==> src/rtl/conv_window_addr_gen.sv <==
`default_nettype none
// ============================================================================
// Module   : conv_window_addr_gen
// Purpose  : Walks a channel-major input feature map held in activation SRAM
//            and emits one read address per kernel tap of every output
//            position (order oy, ox, c, ky, kx), through a valid/ready port.
//            Kernel size, stride, channel count and map size are runtime
//            configurable through a small indexed config port.
// Ports    : clk, rstn (sync, active-low)
//            cfg_we/cfg_sel/cfg_data : config write (0 in_ch, 1 in_w, 2 in_h,
//                                      3 k, 4 stride; 5-7 ignored)
//            start/busy/done         : layer walk control and status
//            addr_valid/addr_ready/addr/win_first/win_last : address stream
//            cfg_err                 : sticky invalid-config flag
// Revision : 1.0 - initial release
// ============================================================================
module conv_window_addr_gen #(
  parameter int          ADDR_W    = 16,
  parameter int          DIM_W     = 8,
  parameter int          K_W       = 4,
  parameter int unsigned BASE_ADDR = 0
) (
  input  logic              clk,
  input  logic              rstn,
  input  logic              cfg_we,
  input  logic [2:0]        cfg_sel,
  input  logic [DIM_W-1:0]  cfg_data,
  input  logic              start,
  output logic              busy,
  output logic              addr_valid,
  input  logic              addr_ready,
  output logic [ADDR_W-1:0] addr,
  output logic              win_first,
  output logic              win_last,
  output logic              done,
  output logic              cfg_err
);

  localparam logic [ADDR_W-1:0] C_BASE = ADDR_W'(BASE_ADDR);

  typedef enum logic [1:0] {
    S_IDLE = 2'd0,
    S_RUN  = 2'd1,
    S_DONE = 2'd2
  } state_t;

  state_t state_q;

  // Configuration (writes are blocked while busy, so these are stable in a walk)
  logic [DIM_W-1:0]  in_ch_q, in_w_q, in_h_q;
  logic [K_W-1:0]    k_q, stride_q;

  // Values latched at start
  logic [DIM_W-1:0]  ow_last_q, oh_last_q;
  logic [ADDR_W-1:0] plane_q;      // in_w*in_h : distance between channels
  logic [ADDR_W-1:0] rstep_q;      // stride*in_w : distance between output rows

  // Position counters
  logic [DIM_W-1:0]  oy_q, ox_q, c_q;
  logic [K_W-1:0]    ky_q, kx_q;

  // Running address accumulators (adds only in the per-cycle path)
  logic [ADDR_W-1:0] row_base_q, win_base_q, ch_base_q, tap_row_q;

  // Registered outputs
  logic              busy_q, addr_valid_q, win_first_q, win_last_q, done_q, cfg_err_q;
  logic [ADDR_W-1:0] addr_q;

  // Next-position values applied on a transfer
  logic [DIM_W-1:0]  oy_d, ox_d, c_d;
  logic [K_W-1:0]    ky_d, kx_d;
  logic [ADDR_W-1:0] row_base_d, win_base_d, ch_base_d, tap_row_d, addr_d;
  logic              win_first_d, win_last_d, last_tap;

  logic [K_W-1:0]    k_last;
  logic [DIM_W-1:0]  ch_last;
  logic              cfg_ok;

  assign k_last  = k_q - 1'b1;
  assign ch_last = in_ch_q - 1'b1;
  assign cfg_ok  = (in_ch_q != '0) && (k_q != '0) && (stride_q != '0) &&
                   (DIM_W'(k_q) <= in_w_q) && (DIM_W'(k_q) <= in_h_q);

  always_comb begin
    oy_d       = oy_q;
    ox_d       = ox_q;
    c_d        = c_q;
    ky_d       = ky_q;
    kx_d       = kx_q;
    row_base_d = row_base_q;
    win_base_d = win_base_q;
    ch_base_d  = ch_base_q;
    tap_row_d  = tap_row_q;
    addr_d     = addr_q;
    last_tap   = 1'b0;
    if (kx_q != k_last) begin
      kx_d   = kx_q + 1'b1;
      addr_d = addr_q + 1'b1;
    end else if (ky_q != k_last) begin
      kx_d      = '0;
      ky_d      = ky_q + 1'b1;
      tap_row_d = tap_row_q + ADDR_W'(in_w_q);
      addr_d    = tap_row_d;
    end else if (c_q != ch_last) begin
      kx_d      = '0;
      ky_d      = '0;
      c_d       = c_q + 1'b1;
      ch_base_d = ch_base_q + plane_q;
      tap_row_d = ch_base_d;
      addr_d    = ch_base_d;
    end else if (ox_q != ow_last_q) begin
      kx_d       = '0;
      ky_d       = '0;
      c_d        = '0;
      ox_d       = ox_q + 1'b1;
      win_base_d = win_base_q + ADDR_W'(stride_q);
      ch_base_d  = win_base_d;
      tap_row_d  = win_base_d;
      addr_d     = win_base_d;
    end else if (oy_q != oh_last_q) begin
      kx_d       = '0;
      ky_d       = '0;
      c_d        = '0;
      ox_d       = '0;
      oy_d       = oy_q + 1'b1;
      row_base_d = row_base_q + rstep_q;
      win_base_d = row_base_d;
      ch_base_d  = row_base_d;
      tap_row_d  = row_base_d;
      addr_d     = row_base_d;
    end else begin
      last_tap = 1'b1;
    end
    win_first_d = (kx_d == '0) && (ky_d == '0) && (c_d == '0);
    win_last_d  = (kx_d == k_last) && (ky_d == k_last) && (c_d == ch_last);
  end

  always_ff @(posedge clk) begin
    if (!rstn) begin
      state_q      <= S_IDLE;
      in_ch_q      <= DIM_W'(1);
      in_w_q       <= DIM_W'(1);
      in_h_q       <= DIM_W'(1);
      k_q          <= K_W'(1);
      stride_q     <= K_W'(1);
      ow_last_q    <= '0;
      oh_last_q    <= '0;
      plane_q      <= '0;
      rstep_q      <= '0;
      oy_q         <= '0;
      ox_q         <= '0;
      c_q          <= '0;
      ky_q         <= '0;
      kx_q         <= '0;
      row_base_q   <= '0;
      win_base_q   <= '0;
      ch_base_q    <= '0;
      tap_row_q    <= '0;
      busy_q       <= 1'b0;
      addr_valid_q <= 1'b0;
      addr_q       <= '0;
      win_first_q  <= 1'b0;
      win_last_q   <= 1'b0;
      done_q       <= 1'b0;
      cfg_err_q    <= 1'b0;
    end else begin
      done_q <= 1'b0;
      if (cfg_we && !busy_q) begin
        case (cfg_sel)
          3'd0:    in_ch_q  <= cfg_data;
          3'd1:    in_w_q   <= cfg_data;
          3'd2:    in_h_q   <= cfg_data;
          3'd3:    k_q      <= cfg_data[K_W-1:0];
          3'd4:    stride_q <= cfg_data[K_W-1:0];
          default: ;
        endcase
      end
      case (state_q)
        S_IDLE: begin
          if (start) begin
            if (cfg_ok) begin
              state_q      <= S_RUN;
              busy_q       <= 1'b1;
              cfg_err_q    <= 1'b0;
              // (dim-k)/stride is the index of the last output position
              ow_last_q    <= (in_w_q - DIM_W'(k_q)) / DIM_W'(stride_q);
              oh_last_q    <= (in_h_q - DIM_W'(k_q)) / DIM_W'(stride_q);
              plane_q      <= ADDR_W'(in_w_q) * ADDR_W'(in_h_q);
              rstep_q      <= ADDR_W'(in_w_q) * ADDR_W'(stride_q);
              oy_q         <= '0;
              ox_q         <= '0;
              c_q          <= '0;
              ky_q         <= '0;
              kx_q         <= '0;
              row_base_q   <= C_BASE;
              win_base_q   <= C_BASE;
              ch_base_q    <= C_BASE;
              tap_row_q    <= C_BASE;
              addr_q       <= C_BASE;
              addr_valid_q <= 1'b1;
              win_first_q  <= 1'b1;
              win_last_q   <= (k_last == '0) && (ch_last == '0);
            end else begin
              cfg_err_q <= 1'b1;
            end
          end
        end
        S_RUN: begin
          if (addr_valid_q && addr_ready) begin
            if (last_tap) begin
              state_q      <= S_DONE;
              addr_valid_q <= 1'b0;
              done_q       <= 1'b1;
            end else begin
              oy_q        <= oy_d;
              ox_q        <= ox_d;
              c_q         <= c_d;
              ky_q        <= ky_d;
              kx_q        <= kx_d;
              row_base_q  <= row_base_d;
              win_base_q  <= win_base_d;
              ch_base_q   <= ch_base_d;
              tap_row_q   <= tap_row_d;
              addr_q      <= addr_d;
              win_first_q <= win_first_d;
              win_last_q  <= win_last_d;
            end
          end
        end
        S_DONE: begin
          state_q <= S_IDLE;
          busy_q  <= 1'b0;
        end
        default: state_q <= S_IDLE;
      endcase
    end
  end

  assign busy       = busy_q;
  assign addr_valid = addr_valid_q;
  assign addr       = addr_q;
  assign win_first  = win_first_q;
  assign win_last   = win_last_q;
  assign done       = done_q;
  assign cfg_err    = cfg_err_q;

endmodule
`default_nettype wire

==> config.mk <==
export PLATFORM = sky130hd
export DESIGN_NAME = conv_window_addr_gen
export DESIGN_NICKNAME = d
export VERILOG_FILES = /design/src/rtl/conv_window_addr_gen.sv
export SDC_FILE = /design/constraint.sdc
export NUM_CORES = 1
export LEC_CHECK = 0
export BUFFER_PORTS_ARGS = -buffer_cell sky130_fd_sc_hd__buf_2
export CORE_UTILIZATION = 45
export CTS_BUF_LIST = sky130_fd_sc_hd__clkbuf_4
export DETAILED_ROUTE_END_ITERATION = 12
export PLACE_DENSITY = 0.7
export SLEW_MARGIN = 25
export SYNTH_ARGS = -nofsm -noshare
export SYNTH_HDL_FRONTEND = slang
export SYNTH_SLANG_ARGS = --single-unit
==> constraint.sdc <==
create_clock -name clk -period 12.6 [get_ports clk]
set_clock_uncertainty 0.1 [all_clocks]
set_input_delay 1.89 -clock clk [delete_from_list [all_inputs] [get_ports clk]]
set_output_delay 1.89 -clock clk [all_outputs]
set_load 0.02 [all_outputs]
Yosys cells after proc, flatten, opt, wreduce, memory -nomap -nowiden:

Cells that the tools add are included.

* bits in registers: 196
* bits of input ports: 16
* output and inout bits: 22
* logic and storage cells: 217

* add/subtract/negate cells: 14
* multipliers: 2
* div/mod/pow operators: 2
* order comparisons: 2
* eq/ne operators: 28
* muxes and demuxes: 102
* reduce and logical (&&, ||, !) cells: 41

Operators by type and width (count)
* $mux W16: 27
* $mux W8: 23
* $pmux W16 S2: 5
* $mux W4: 16
* $pmux W8 S2: 3
* $add A8 B1 Y8 const B: 3
* $ne A8 B8 Y1: 3
* $ne A2 B2 Y1 const B: 10
* $mux W1: 17
* $add A16 B1 Y16 const B: 1
* $add A16 B12 Y16: 1
* $add A16 B16 Y16: 1
* $add A16 B4 Y16: 1
* $add A16 B8 Y16: 1
* $div A8 B4 Y8: 2
* $le A4 B8 Y1: 2
* $logic_not A8 Y1: 2
* $mul A8 B8 Y16: 1
* $pmux W4 S2: 2
* $sub A8 B4 Y8: 2
* $logic_not A4 Y1: 3
* $mul A8 B4 Y12: 1
* $reduce_and A2 Y1: 6
* $logic_and A1 B1 Y1: 11
* 32 further kinds: 47

Depth between registers and ports, before layout:

Gate-level depths: netlist of run 1.

* depth after elaboration: 12
* mapped depth: 58
* mapped depth without buffers: 57

Worst setup path before layout of run 1:

Ideal clock, no wire load.

* path kind: reg-to-reg
* from: reg k_q[1]
* to: reg ow_last_q[0]
* setup time: 0.141 ns
* arrival time: 11.094 ns
* data required time: 12.359 ns
* slack: 1.265 ns
* cell stages (with the launch flop): 55
* buffers on the path: 0
* clock period less this slack: 11.335 ns
* cell sequence: dfxtp_1 -> inv_1 -> ha_1 -> nor2b_1 -> o31a_1 -> nor2_1 -> xnor2_1 -> ha_1 -> a2111o_1 -> and3_1 -> ha_1 -> o21a_1 -> o21ai_1 -> or3_1 -> nand2_1 -> ha_1 -> or2_1 -> o221ai_1 -> [... 19 more ...] -> a31oi_1 -> a21boi_2 -> mux2i_1 -> ha_1 -> o21a_1 -> o21ai_0 -> nand2b_1 -> a21oi_1 -> nand4_1 -> nor2_1 -> a21oi_1 -> ha_1 -> a21o_1 -> a21o_1 -> a211oi_1 -> nand2b_1 -> o221ai_1 -> a41oi_1

* word-level cells in the longest chain between the ends: 6
* elaborated cells on any way between the ends: 10
* classes of those cells: add/sub (1); div (1); order compare (2); reduce/logical (6)

Ends and longest elaborated chain
* from (decl): RTL line 51 `logic [K_W-1:0] k_q, stride_q;`
* from (signal assigned): RTL line 173 `3'd3: k_q <= cfg_data[K_W-1:0];`
* branches (longest 6 deep; another with $sub A8 B4 Y8)
* to (signal assigned): RTL line 186 `ow_last_q <= (in_w_q - DIM_W'(k_q)) / DIM_W'(stride_q);`
* to (decl): RTL line 54 `logic [DIM_W-1:0] ow_last_q, oh_last_q;`

Parallel ways; which one is timed is not known.
A chain may end at the register's enable or synchronous reset.

Worst setup path after layout of run 1:

* from: reg k_q[3]
* to: reg ow_last_q[0]

Same word-level chain as after synthesis.

==> impl_results.md, run 1 <==
- Register area: 3933 um^2
- Multi-input logic area: 12380 um^2
- GRT Util Overall: 0.2502
- Total gr overflow: 0
- Final setup viols: 0
- Worst setup EP type: flip-flop
- Leakage: 7.895 nW
- Synth Area in XOR/XNOR: 0.07991
- Critical Path Most Common Cell: ha_1
- Die H: 196.5 um
- Post-Syn Area: 17020 um^2
- Tightest Pin Transition: 948.4 ps
- Most frequent cells in the layout: 257 x nor2_1, 232 x nand2_1, 191 x dfxtp_1, 180 x a21oi_1, 166 x ha_1
- Skew-Pair Late Insertion Delay: 670 ps
- DR vias/cell: 5.826
- Max Cap Viol: 0
- Initial Utilization: 0.4616
- Top_reg_cell synth: dfxtp_1
- Fraction of the mapped netlist area in simple logic gates: 0.2272
- Top post-synthesis cells by area: dfxtp_1 23%, ha_1 12%, fa_1 6.4%
- Worst Hold Class: reg -> reg
- Crit start category: flip-flop
- Final WL: 48060 um
- Tcrit/Tclk final: 0.9436
- Die area: 38600 um^2
- Chip width: 196.5 um
- Sequential share of the synthesized area: 0.2306
- Vias in the first global route: 14.90k
- DPL Wire Length: 35510 um
- Post-route ant nets: 0
- Adder-cell share of the synthesized area: 0.1856
- Worst-path clk slew: 190 ps
- Mean Syn Cell Area: 7.793 um^2
- Nets: 2418
- I/O pins: 38
- Post-synth top area share: 0.2306
- Setup TNS Final: 0 ps
- GPL Wtd Cong: 0.9001
- Sink Count: 196
- Mapped Cells: 2184
- Peak VDD IR: 0.0004986 V
- Yosys reg bits: 196
- Post-layout min period: 11890 ps
- Worst endpoint required time: 13050 ps
- Area Growth Syn to Fin: 6.962%
- Status: completed
- Post-synthesis cell type count: 87
- Htree depth: 4
- CTS root buffer: clkbuf_4
- CP peak stage delay: 410 ps
- Post-synthesis compound-gate area fraction: 0.1886
- Placement Rows: 70
- Post-synth top area cell: dfxtp_1
- Syn_nets: 2420
- Crit Path Category: reg -> reg
- Max_slew headroom: 0.3654
- PD cells: 202.3 nW/um^2
- Num CTS Buffers: 17
- Setup Slack @ Placement: -147.4 ps
- Initial DRT Pass Iterations: 5
- Via Count: 15.73k
- IO Port Bufs: 37
- Residual DRC: 0
- Mux cell area share after synthesis: 0.03896
- Wire per inst: 17.80 um
- Yosys Warn Count: 0
- DRT iter0 DRCs: 1256
- Final Hold Fails: 0
- Max Clock Freq: 0.08411 GHz
- EDFF count, synth: 0
- Layout cell share with drive strength beyond 1: 0.07745
- First-pass GRT wire length: 77360 um
- CP max FO: 8
- Core area: 36870 um^2
- Slowest CP cell: dfxtp_2
- Filler instances: 3536
- Largest net degree at the start of global routing: 82
- Worst EP arrival: 12340 ps
- Antenna violations before repair: 1
- Combinational family with the most area after synthesis: simple AND/OR/NAND/NOR gates
- Max Root-Sink Buffers: 2
- Most common cell after layout, fill and taps aside: nor2_1
- Final max-slew violation count: 0
- Setup WS post-layout: 710.6 ps
- CTS tree: built
- Ys async rst share: 0
cells in the mapped netlist, drive strengths merged (6+ instances only):
| cell | n |
|---|---|
| and3 | 25 |
| o21ai | 97 |
| nor2b | 20 |
| o31a | 7 |
| o21bai | 9 |
| nand4 | 19 |
| inv | 117 |
| o221ai | 6 |
| dfxtp | 196 |
| a22oi | 18 |
| nand2b | 22 |
| a31oi | 21 |
| or3 | 11 |
| xnor2 | 87 |
| nor2 | 259 |
| nand2 | 234 |
| buf | 11 |
| xor2 | 58 |
| nand3b | 6 |
| nor3b | 8 |
| mux2 | 12 |
| and2 | 40 |
| nor3 | 79 |
| mux2i | 52 |
| o21a | 37 |
| a211oi | 18 |
| a21o | 24 |
| nand3 | 66 |
| ha | 166 |
| or2 | 14 |
| a41o | 6 |
| a21oi | 184 |
| o31ai | 8 |
| clkbuf | 91 |
| nor4 | 11 |
| fa | 54 |
| o211ai | 17 |
metrics by stage:
step	utilization	hold WS, ps	instances	cell area, um^2	total power, mW
6_report	0.4937	370.1	2700	18200	3.683
3_5_place_dp	0.4800	351.4	2656	17700	3.086
2_1_floorplan	-	335.5	2184	17020	2.631
5_1_grt	0.4937	383.2	2700	18200	4.006
3_3_place_gp	0.4800	342.9	2656	17700	2.998
4_1_cts	0.4883	371.9	2688	18000	3.465
final timing paths:
path / end / cells after the start / startpoint / slack, ps
worst max register to register: ow_last_q[0] / 53 / k_q[3] / 710
worst min register to register: row_base_q[5] / 2 / row_base_q[5] / 370
worst min-delay path: row_base_q[5] / 2 / row_base_q[5] / 370
worst max-delay path: ow_last_q[0] / 53 / k_q[3] / 710
kinds of logic (layout without fill, tap and decap cells):
logic type	count (synthesis)	in the layout
flops	196	196
other cells	0	1
simple gates	829	829
xor+xnor	149	149
fa+ha+maj	220	220
mux	64	64
buf+inv	219	230
compound gates	507	507
state kept, by name, indices dropped and copies added, names as in the netlist, 8 cells and up:
register and flops:
oh_last_q 8, tap_row_q 16, in_ch_q 8, oy_q 8
rstep_q 12, ch_base_q 16, ow_last_q 8, in_w_q 8
plane_q 16, win_base_q 16, row_base_q 16, ox_q 8
c_q 8, addr 16, in_h_q 8
critical path: cells and delay by family, from the launching register on:
family | cells | cell delay (ps)
AO/OA/AOI/OAI | 24 | 4890
adder cells (fa/ha/maj) | 9 | 2520
AND/OR/NAND/NOR | 13 | 2490
multiplexers | 3 | 920
flip-flops | 1 | 410
buffers and inverters | 3 | 370
XOR/XNOR | 1 | 80
routing by layer:
metal	up-vias	share of wire	track usage
met1	7473	0.44	0.3324
met2	527	0.46	0.4141
met3	90	0.066	0.03525
met4	0	0.029	0.08709
met5	-	0	0
li1	7639	-	-
final cells by class:
class,instances,share of cell area
clock inverters,15,0.009348
inverters,117,0.02426
flip-flops and latches,196,0.2160
diodes,1,0.0001375
clock buffers,17,0.007011
multi-input cells,1769,0.6803
well taps,504,0.03464
repair buffers,81,0.02832
power breakdown:
part	internal [mW]	switching [mW]
combinational	1.18	1.46
clock	0.107	0.262
sequential	0.649	0.0302
what timing repair did:
| action | CTS | global route |
|---|---|---|
| pin swaps | 0 | 3 |
| endpoints found under the setup margin | 1 | 2 |
| setup buffers | 0 | 11 |
| resized for setup | 1 | 27 |
| hold buffers | 0 | 0 |
Power figures use the tool's default switching activity.
==> inputs of run 2 (changes only) <==
--- a/config.mk
+++ b/config.mk
@@ -9,7 +9,7 @@
 export CORE_UTILIZATION = 45
 export CTS_BUF_LIST = sky130_fd_sc_hd__clkbuf_4
 export DETAILED_ROUTE_END_ITERATION = 12
-export PLACE_DENSITY = 0.7
+export GPL_TIMING_DRIVEN = 0
 export SLEW_MARGIN = 25
 export SYNTH_ARGS = -nofsm -noshare
 export SYNTH_HDL_FRONTEND = slang
==> run 2 against run 1 <==
Against the previous run:
- non-clock buffer count up 80
- cell count is 3.0% higher
- sequential power about the same
- first-iteration DRC count decreased by 1.4%
==> impl_results.md, run 2 (synthesized netlist as in run 1, its figures left out) <==
- GPL Wtd Cong: 0.9183 (+2.0%)
- Antenna violations before repair: 2 (+1)
- Placed Cells: 2726 (+2.6%)
- Final max-slew violation count: 0 (unchanged)
- Max Clock Freq: 0.08324 GHz (-1.0%)
- CP peak stage delay: 540 ps (+130 ps)
- Largest net degree at the start of global routing: 18 (-78%)
- Worst Setup SP: k_q[2]
- Nets: 2499 (+3.3%)
- Post-route ant nets: 0 (unchanged)
- Worst-path clk slew: 160 ps (-30 ps)
- Post-Route Utilization: 0.5007 (+0.006991)
- DPL Wire Length: 43180 um (+22%)
- Die area: 38600 um^2 (unchanged)
- Final setup viols: 0 (unchanged)
- DRT iter0 DRCs: 1238 (-1.4%)
- CP max FO: 9 (+1)
- Htree depth: 4 (unchanged)
- IO Port Bufs: 36 (-2.7%)
- Slowest CP cell: dfxtp_1
- Final WL: 55960 um (+16%)
- Peak VDD IR: 0.0003199 V (-36%)
- Total gr overflow: 0 (unchanged)
- Setup TNS Final: 0 ps (unchanged)
- Delay-heaviest family, CP: compound AO/OA/AOI/OAI gates
- Initial DRT Pass Iterations: 5 (unchanged)
- DR vias/cell: 5.814 (-0.20%)
- Status: completed
- Crit start category: flip-flop
- Critical Path Stages: 56 (+5.7%)
- Worst Path Buf+Inv: 4 (+1)
- Initial Utilization: 0.4616 (unchanged)
- Vias in the first global route: 15.27k (+2.5%)
- CTS tree: built
- Most frequent cells in the layout: 259 x nor2_1, 233 x nand2_1, 193 x dfxtp_1, 178 x a21oi_1, 165 x ha_1
- Setup WS post-layout: 586.6 ps (-124.0 ps)
- Worst EP arrival: 12490 ps (+150 ps)
- Non-Filler Instances: 2782 (+3.0%)
- FF-to-FF End: oh_last_q[0]
- Wire per inst: 20.12 um (+13%)
- Max Root-Sink Buffers: 2 (unchanged)
- Max_slew headroom: 0.2756 (-0.08974)
- Max Cap Viol: 0 (unchanged)
- FF-to-FF path depth: 56 (+5.7%)
- R2R Setup Slk: 590 ps (-120 ps)
- Via Count: 16.18k (+2.8%)
- Leakage: 7.931 nW (+0.46%)
- Most common cell after layout, fill and taps aside: nor2_1
- Core area: 36870 um^2 (unchanged)
- Final Hold Fails: 0 (unchanged)
- Placement Rows: 70 (unchanged)
- PD cells: 206.9 nW/um^2 (+2.3%)
- Chip width: 196.5 um (unchanged)
- Num CTS Buffers: 17 (unchanged)
- Crit Path Category: reg -> reg
- Tightest Pin Transition: 1087 ps (+138.1 ps)
- Tcrit/Tclk final: 0.9534 (+0.009840)
- Residual DRC: 0 (unchanged)
- RSZ-0062 raised after global routing: true
- Worst Hold Class: reg -> reg
- Setup Slack @ Placement: -1195 ps (-1047 ps)
- GRT Util Overall: 0.2922 (+0.04205)
- First-pass GRT wire length: 86390 um (+12%)
- Die H: 196.5 um (unchanged)
- Post-layout min period: 12010 ps (+124.0 ps)
- CTS root buffer: clkbuf_4
- Hold Path Depth: 2 (unchanged)
- Sink Count: 196 (unchanged)
- I/O pins: 38 (unchanged)
- Worst endpoint required time: 13070 ps (+20 ps)
- RR Startpoint: k_q[2]
- Worst setup EP type: flip-flop
- Skew-Pair Late Insertion Delay: 680 ps (about the same)
- Layout cell share with drive strength beyond 1: 0.06898 (-0.008468)
- Area Growth Syn to Fin: 8.477%
- Crit path capture: oh_last_q[0]
## run 2: changes by cell type in the layout (fill, tap and decap cells not counted), sizes merged
cell | previous run | this run
clkbuf | 17 | 110
buf | 81 | 71
bufinv | 1 | 2
clkinvlp | 2 | 3
a21oi | 184 | 185
inv | 123 | 118
diode | 1 | 2
## run 2: worst reg2reg max path, delay by kind of cell, from the launching register on
family	cells	cell delay, ps
AOI/OAI and AO/OA	31	5910
adders and majority gates	9	2590
buffers and inverters	4	630
DFF	1	540
muxes	1	220
and+or+nand+nor	11	1940
## run 2: how the worst min path moves through the flow
stage / from / endpoint
floorplan: tap_row_q[5] / tap_row_q[5]
global placement: ch_base_q[0] / ch_base_q[0]
detailed placement: row_base_q[4] / row_base_q[4]
CTS: row_base_q[4] / row_base_q[4]
global route: row_base_q[5] / row_base_q[5]
finish: row_base_q[8] / row_base_q[8]
## run 2: repair_timing
action	4_1_cts	5_1_grt
endpoints found under the setup margin	3	2
cloned	0	1
hold buffers	0	0
gates resized for setup	11	31
pin swaps	1	7
hold endpoints to repair	0	0
buffers inserted	3	18
## run 2: metal layers
layer  up-vias  part of all wire  GRT usage
li1       7819                 -          -
met4         2             0.039     0.1183
met1      7770              0.47     0.4030
met5         -           0.00041          0
met2       470              0.42     0.4483
met3       114             0.067    0.05356
## run 2: layout make-up
cell class              instances  area [um^2]
diodes                          2        5.005
plain buffers                 102        401.6
clock buffers                  20        150.1
clock inverters                12        128.9
fillers                      3684        18410
inverters                     117        442.9
multi-input cells            1770        12420
flip-flops and latches        196         3930
well taps                     504        630.6
repair buffers                 59        350.3
## run 2: report_power, final
group,switching [mW],internal (mW)
sequential,0.0312,0.648
clock,0.238,0.124
combinational,1.55,1.22
## run 2: stage by stage
stage	power (mW)	hold slack [ps]	cell area, um^2
floorplan	2.631	335.5	17020
global placement	3.073	342.6	17830
detailed placement	3.156	349.3	17850
CTS	3.588	370.9	18220
global route	4.130	388.7	18460
finish	3.820	364.1	18460
==> inputs of run 3 (changes only) <==
--- a/config.mk
+++ b/config.mk
@@ -5,6 +5,7 @@
 export SDC_FILE = /design/constraint.sdc
 export NUM_CORES = 1
 export LEC_CHECK = 0
+export ABC_AREA = 1
 export BUFFER_PORTS_ARGS = -buffer_cell sky130_fd_sc_hd__buf_2
 export CORE_UTILIZATION = 45
 export CTS_BUF_LIST = sky130_fd_sc_hd__clkbuf_4
==> run 3 against run 2 <==
Against the previous run:
- core utilization fell by 1.3 points
- sequential share of layout area rose by 0.059 points
- worst hold slack improved by 21 ps
- via count rose by 1.0%
- sequential cell count did not move
- setup slack improved by 720 ps
- clock-buffer cell count fell by 3
- non-clock buffer count fell by 50
- first-iteration DRC count fell by 16%
- cell count rose by 12%
- area after synthesis rose by 1.8%
- register-to-register slack improved by 720 ps
==> impl_results.md, run 3 <==
- Postcts setup bufs: 0 (-3)
- Most frequent cells in the layout: 613 x nand2_1, 352 x inv_1, 209 x a21oi_1, 193 x dfxtp_1, 168 x o21ai_0
- Top post-synthesis cells by count: 613 x nand2_1, 352 x inv_1, 210 x a21oi_1, 196 x dfxtp_1, 175 x o21ai_0
- Placement Rows: 71 (+1.4%)
- Post-synthesis cell type count: 64 (-26%)
- CP max FO: 8 (-1)
- Tightest Pin Transition: 1001 ps (-85.25 ps)
- Mapped Cells: 2523 (+16%)
- Largest net degree at the start of global routing: 19 (+1)
- Worst Hold Class: reg -> reg
- Filler instances: 3927 (+6.6%)
- Max Clock Freq: 0.08852 GHz (+6.3%)
- Max Root-Sink Buffers: 2 (unchanged)
- Sequential share of the synthesized area: 0.2266 (-0.003981)
- Core area: 37760 um^2 (+2.4%)
- CTS root buffer: clkbuf_4
- Critical Path Most Common Cell: nand2_1
- Count leader, synth: nand2_1
- Post-layout min period: 11300 ps (-716.3 ps)
- CP peak stage delay: 460 ps (-80 ps)
- Most common cell after layout, fill and taps aside: nand2_1
- Die area: 39270 um^2 (+1.7%)
- Chip width: 198.2 um (+0.87%)
- Syn_nets: 2759 (+14%)
- Initial Utilization: 0.4587 (-0.002863)
- Vias in the first global route: 15.03k (-1.6%)
- DRT iter0 DRCs: 1039 (-16%)
- Post-route ant nets: 0 (unchanged)
- IO Port Bufs: 36 (unchanged)
- Worst EP arrival: 11820 ps (-670 ps)
- Yosys Warn Count: 0 (unchanged)
- Crit Path Category: reg -> reg
- Antenna violations before repair: 2 (unchanged)
- Post-Route Utilization: 0.4873 (-0.01336)
- Post-Syn Area: 17320 um^2 (+1.8%)
- Total gr overflow: 0 (unchanged)
- Post-synth top area share: 0.2266 (-0.003981)
- Final max-slew violation count: 0 (unchanged)
- Nets: 2813 (+13%)
- RSZ-0062 raised after global routing: false
- Crit start category: flip-flop
- Num CTS Buffers: 17 (unchanged)
- Top post-synthesis cells by area: dfxtp_1 23%, nand2_1 13%, ha_1 12%
- Post-synth top area cell: dfxtp_1
- Setup WS post-layout: 1303 ps (+716.3 ps)
- Layout cell share with drive strength beyond 1: 0.07802 (+0.009042)
- I/O pins: 38 (unchanged)
- Worst endpoint required time: 13120 ps (+50 ps)
- Count of cells resized by post-cts repair: 0 (-11)
- Worst setup EP type: flip-flop
- Die H: 198.2 um (+0.87%)
- Residual DRC: 0 (unchanged)
- Status: completed
- First-pass GRT wire length: 79190 um (-8.3%)
- Slowest CP cell: dfxtp_2
- Mean Syn Cell Area: 6.864 um^2 (-12%)
- Area Growth Syn to Fin: 6.242%
- Final WL: 50220 um (-10%)
- CTS tree: built
- Worst-path clk slew: 190 ps (+30 ps)
- EDFF count, synth: 0 (unchanged)
- Via Count: 16.34k (+1.0%)
- Ys async rst share: 0 (unchanged)
- Yosys reg bits: 196 (unchanged)
- Setup TNS Final: 0 ps (unchanged)
- Htree depth: 4 (unchanged)
- Sink Count: 196 (unchanged)
- Setup Slack @ Placement: 364.4 ps (+1559 ps)
- Tcrit/Tclk final: 0.8966 (-0.05685)
- Final setup viols: 0 (unchanged)
- GPL Wtd Cong: 0.9316 (+1.4%)
- Max_slew headroom: 0.3325 (+0.05683)
- Final Hold Fails: 0 (unchanged)
- Max Cap Viol: 0 (unchanged)
- GRT Util Overall: 0.2605 (-0.03176)
- Initial DRT Pass Iterations: 5 (unchanged)
- DR vias/cell: 5.267 (-9.4%)
- Top_reg_cell synth: dfxtp_1
- DPL Wire Length: 40480 um (-6.2%)
- Skew-Pair Late Insertion Delay: 690 ps (about the same)
- Wire per inst: 16.19 um (-20%)
- Cts hold-fix bufs: 0 (unchanged)
## run 3: cell count changes after synthesis, sizes merged, moves of 36 or more
cell	before	now
o21ai	97	178
inv	117	371
xnor2	87	37
nand3	66	117
nor2	259	172
nand2	234	640
nor3	79	43
clkbuf	91	50
a21oi	184	222
mux2i	52	0
## run 3: layout make-up
cell class	count	area, um^2	area share
timing repair buffer	36	180.2	0.009793
clock buffer	17	127.6	0.006936
inverter	373	1408	0.07650
buffer	75	361.6	0.01965
tap	511	639.4	0.03475
multi-input combinational	1878	11640	0.6324
antenna	2	5.005	0.0002720
clock inverter	14	113.9	0.006188
sequential	196	3928	0.2135
## run 3: path summary, 6_finish.rpt
kind | startpoint | slack (ps) | cells after the start | endpoint
setup / recovery | k_q[1] | 1300 | 70 | ow_last_q[0]
hold / removal | ch_base_q[6] | 390 | 2 | ch_base_q[6]
hold reg to reg | ch_base_q[6] | 390 | 2 | ch_base_q[6]
setup reg to reg | k_q[1] | 1300 | 70 | ow_last_q[0]
## run 3: layer usage
layer  global-route usage  vias to the layer above  routed length (um)
li1                     -                     8291                   -
met1               0.3632                     7610               24650
met2               0.4164                      376               22330
met3              0.03611                       62                2221
met4              0.07379                        0                1014
met5                    0                        -                   0
## run 3: cells by family after synthesis
| family | after synthesis | synth area share |
|---|---|---|
| adder cells (fa/ha/maj) | 220 | 0.1824 |
| XOR/XNOR | 121 | 0.06206 |
| flip-flops | 196 | 0.2266 |
| AO/OA/AOI/OAI | 491 | 0.1592 |
| buffers and inverters | 449 | 0.1024 |
| AND/OR/NAND/NOR | 1046 | 0.2674 |
## run 3: metrics by stage
stage,hold slack [ps],cell area (um^2),cells
final,385.4,18400,3102
after global routing,407.2,18400,3102
after CTS,385.1,18380,3101
after detailed placement,362.4,18140,3070
after global placement,359.0,18140,3070
after floorplan,332.6,17320,2523
## run 3: worst max-delay path: cells and delay by family, from the launching register on
| kind | cells | cell delay [ps] |
|---|---|---|
| AO/OA/AOI/OAI | 24 | 4190 |
| buffers and inverters | 11 | 1190 |
| AND/OR/NAND/NOR | 26 | 2710 |
| adder cells (fa/ha/maj) | 9 | 2590 |
| flip-flops | 1 | 460 |
Power of run 3 is not shown: default switching activity piles up to over one toggle a cycle in this logic, so the estimate is an artifact.
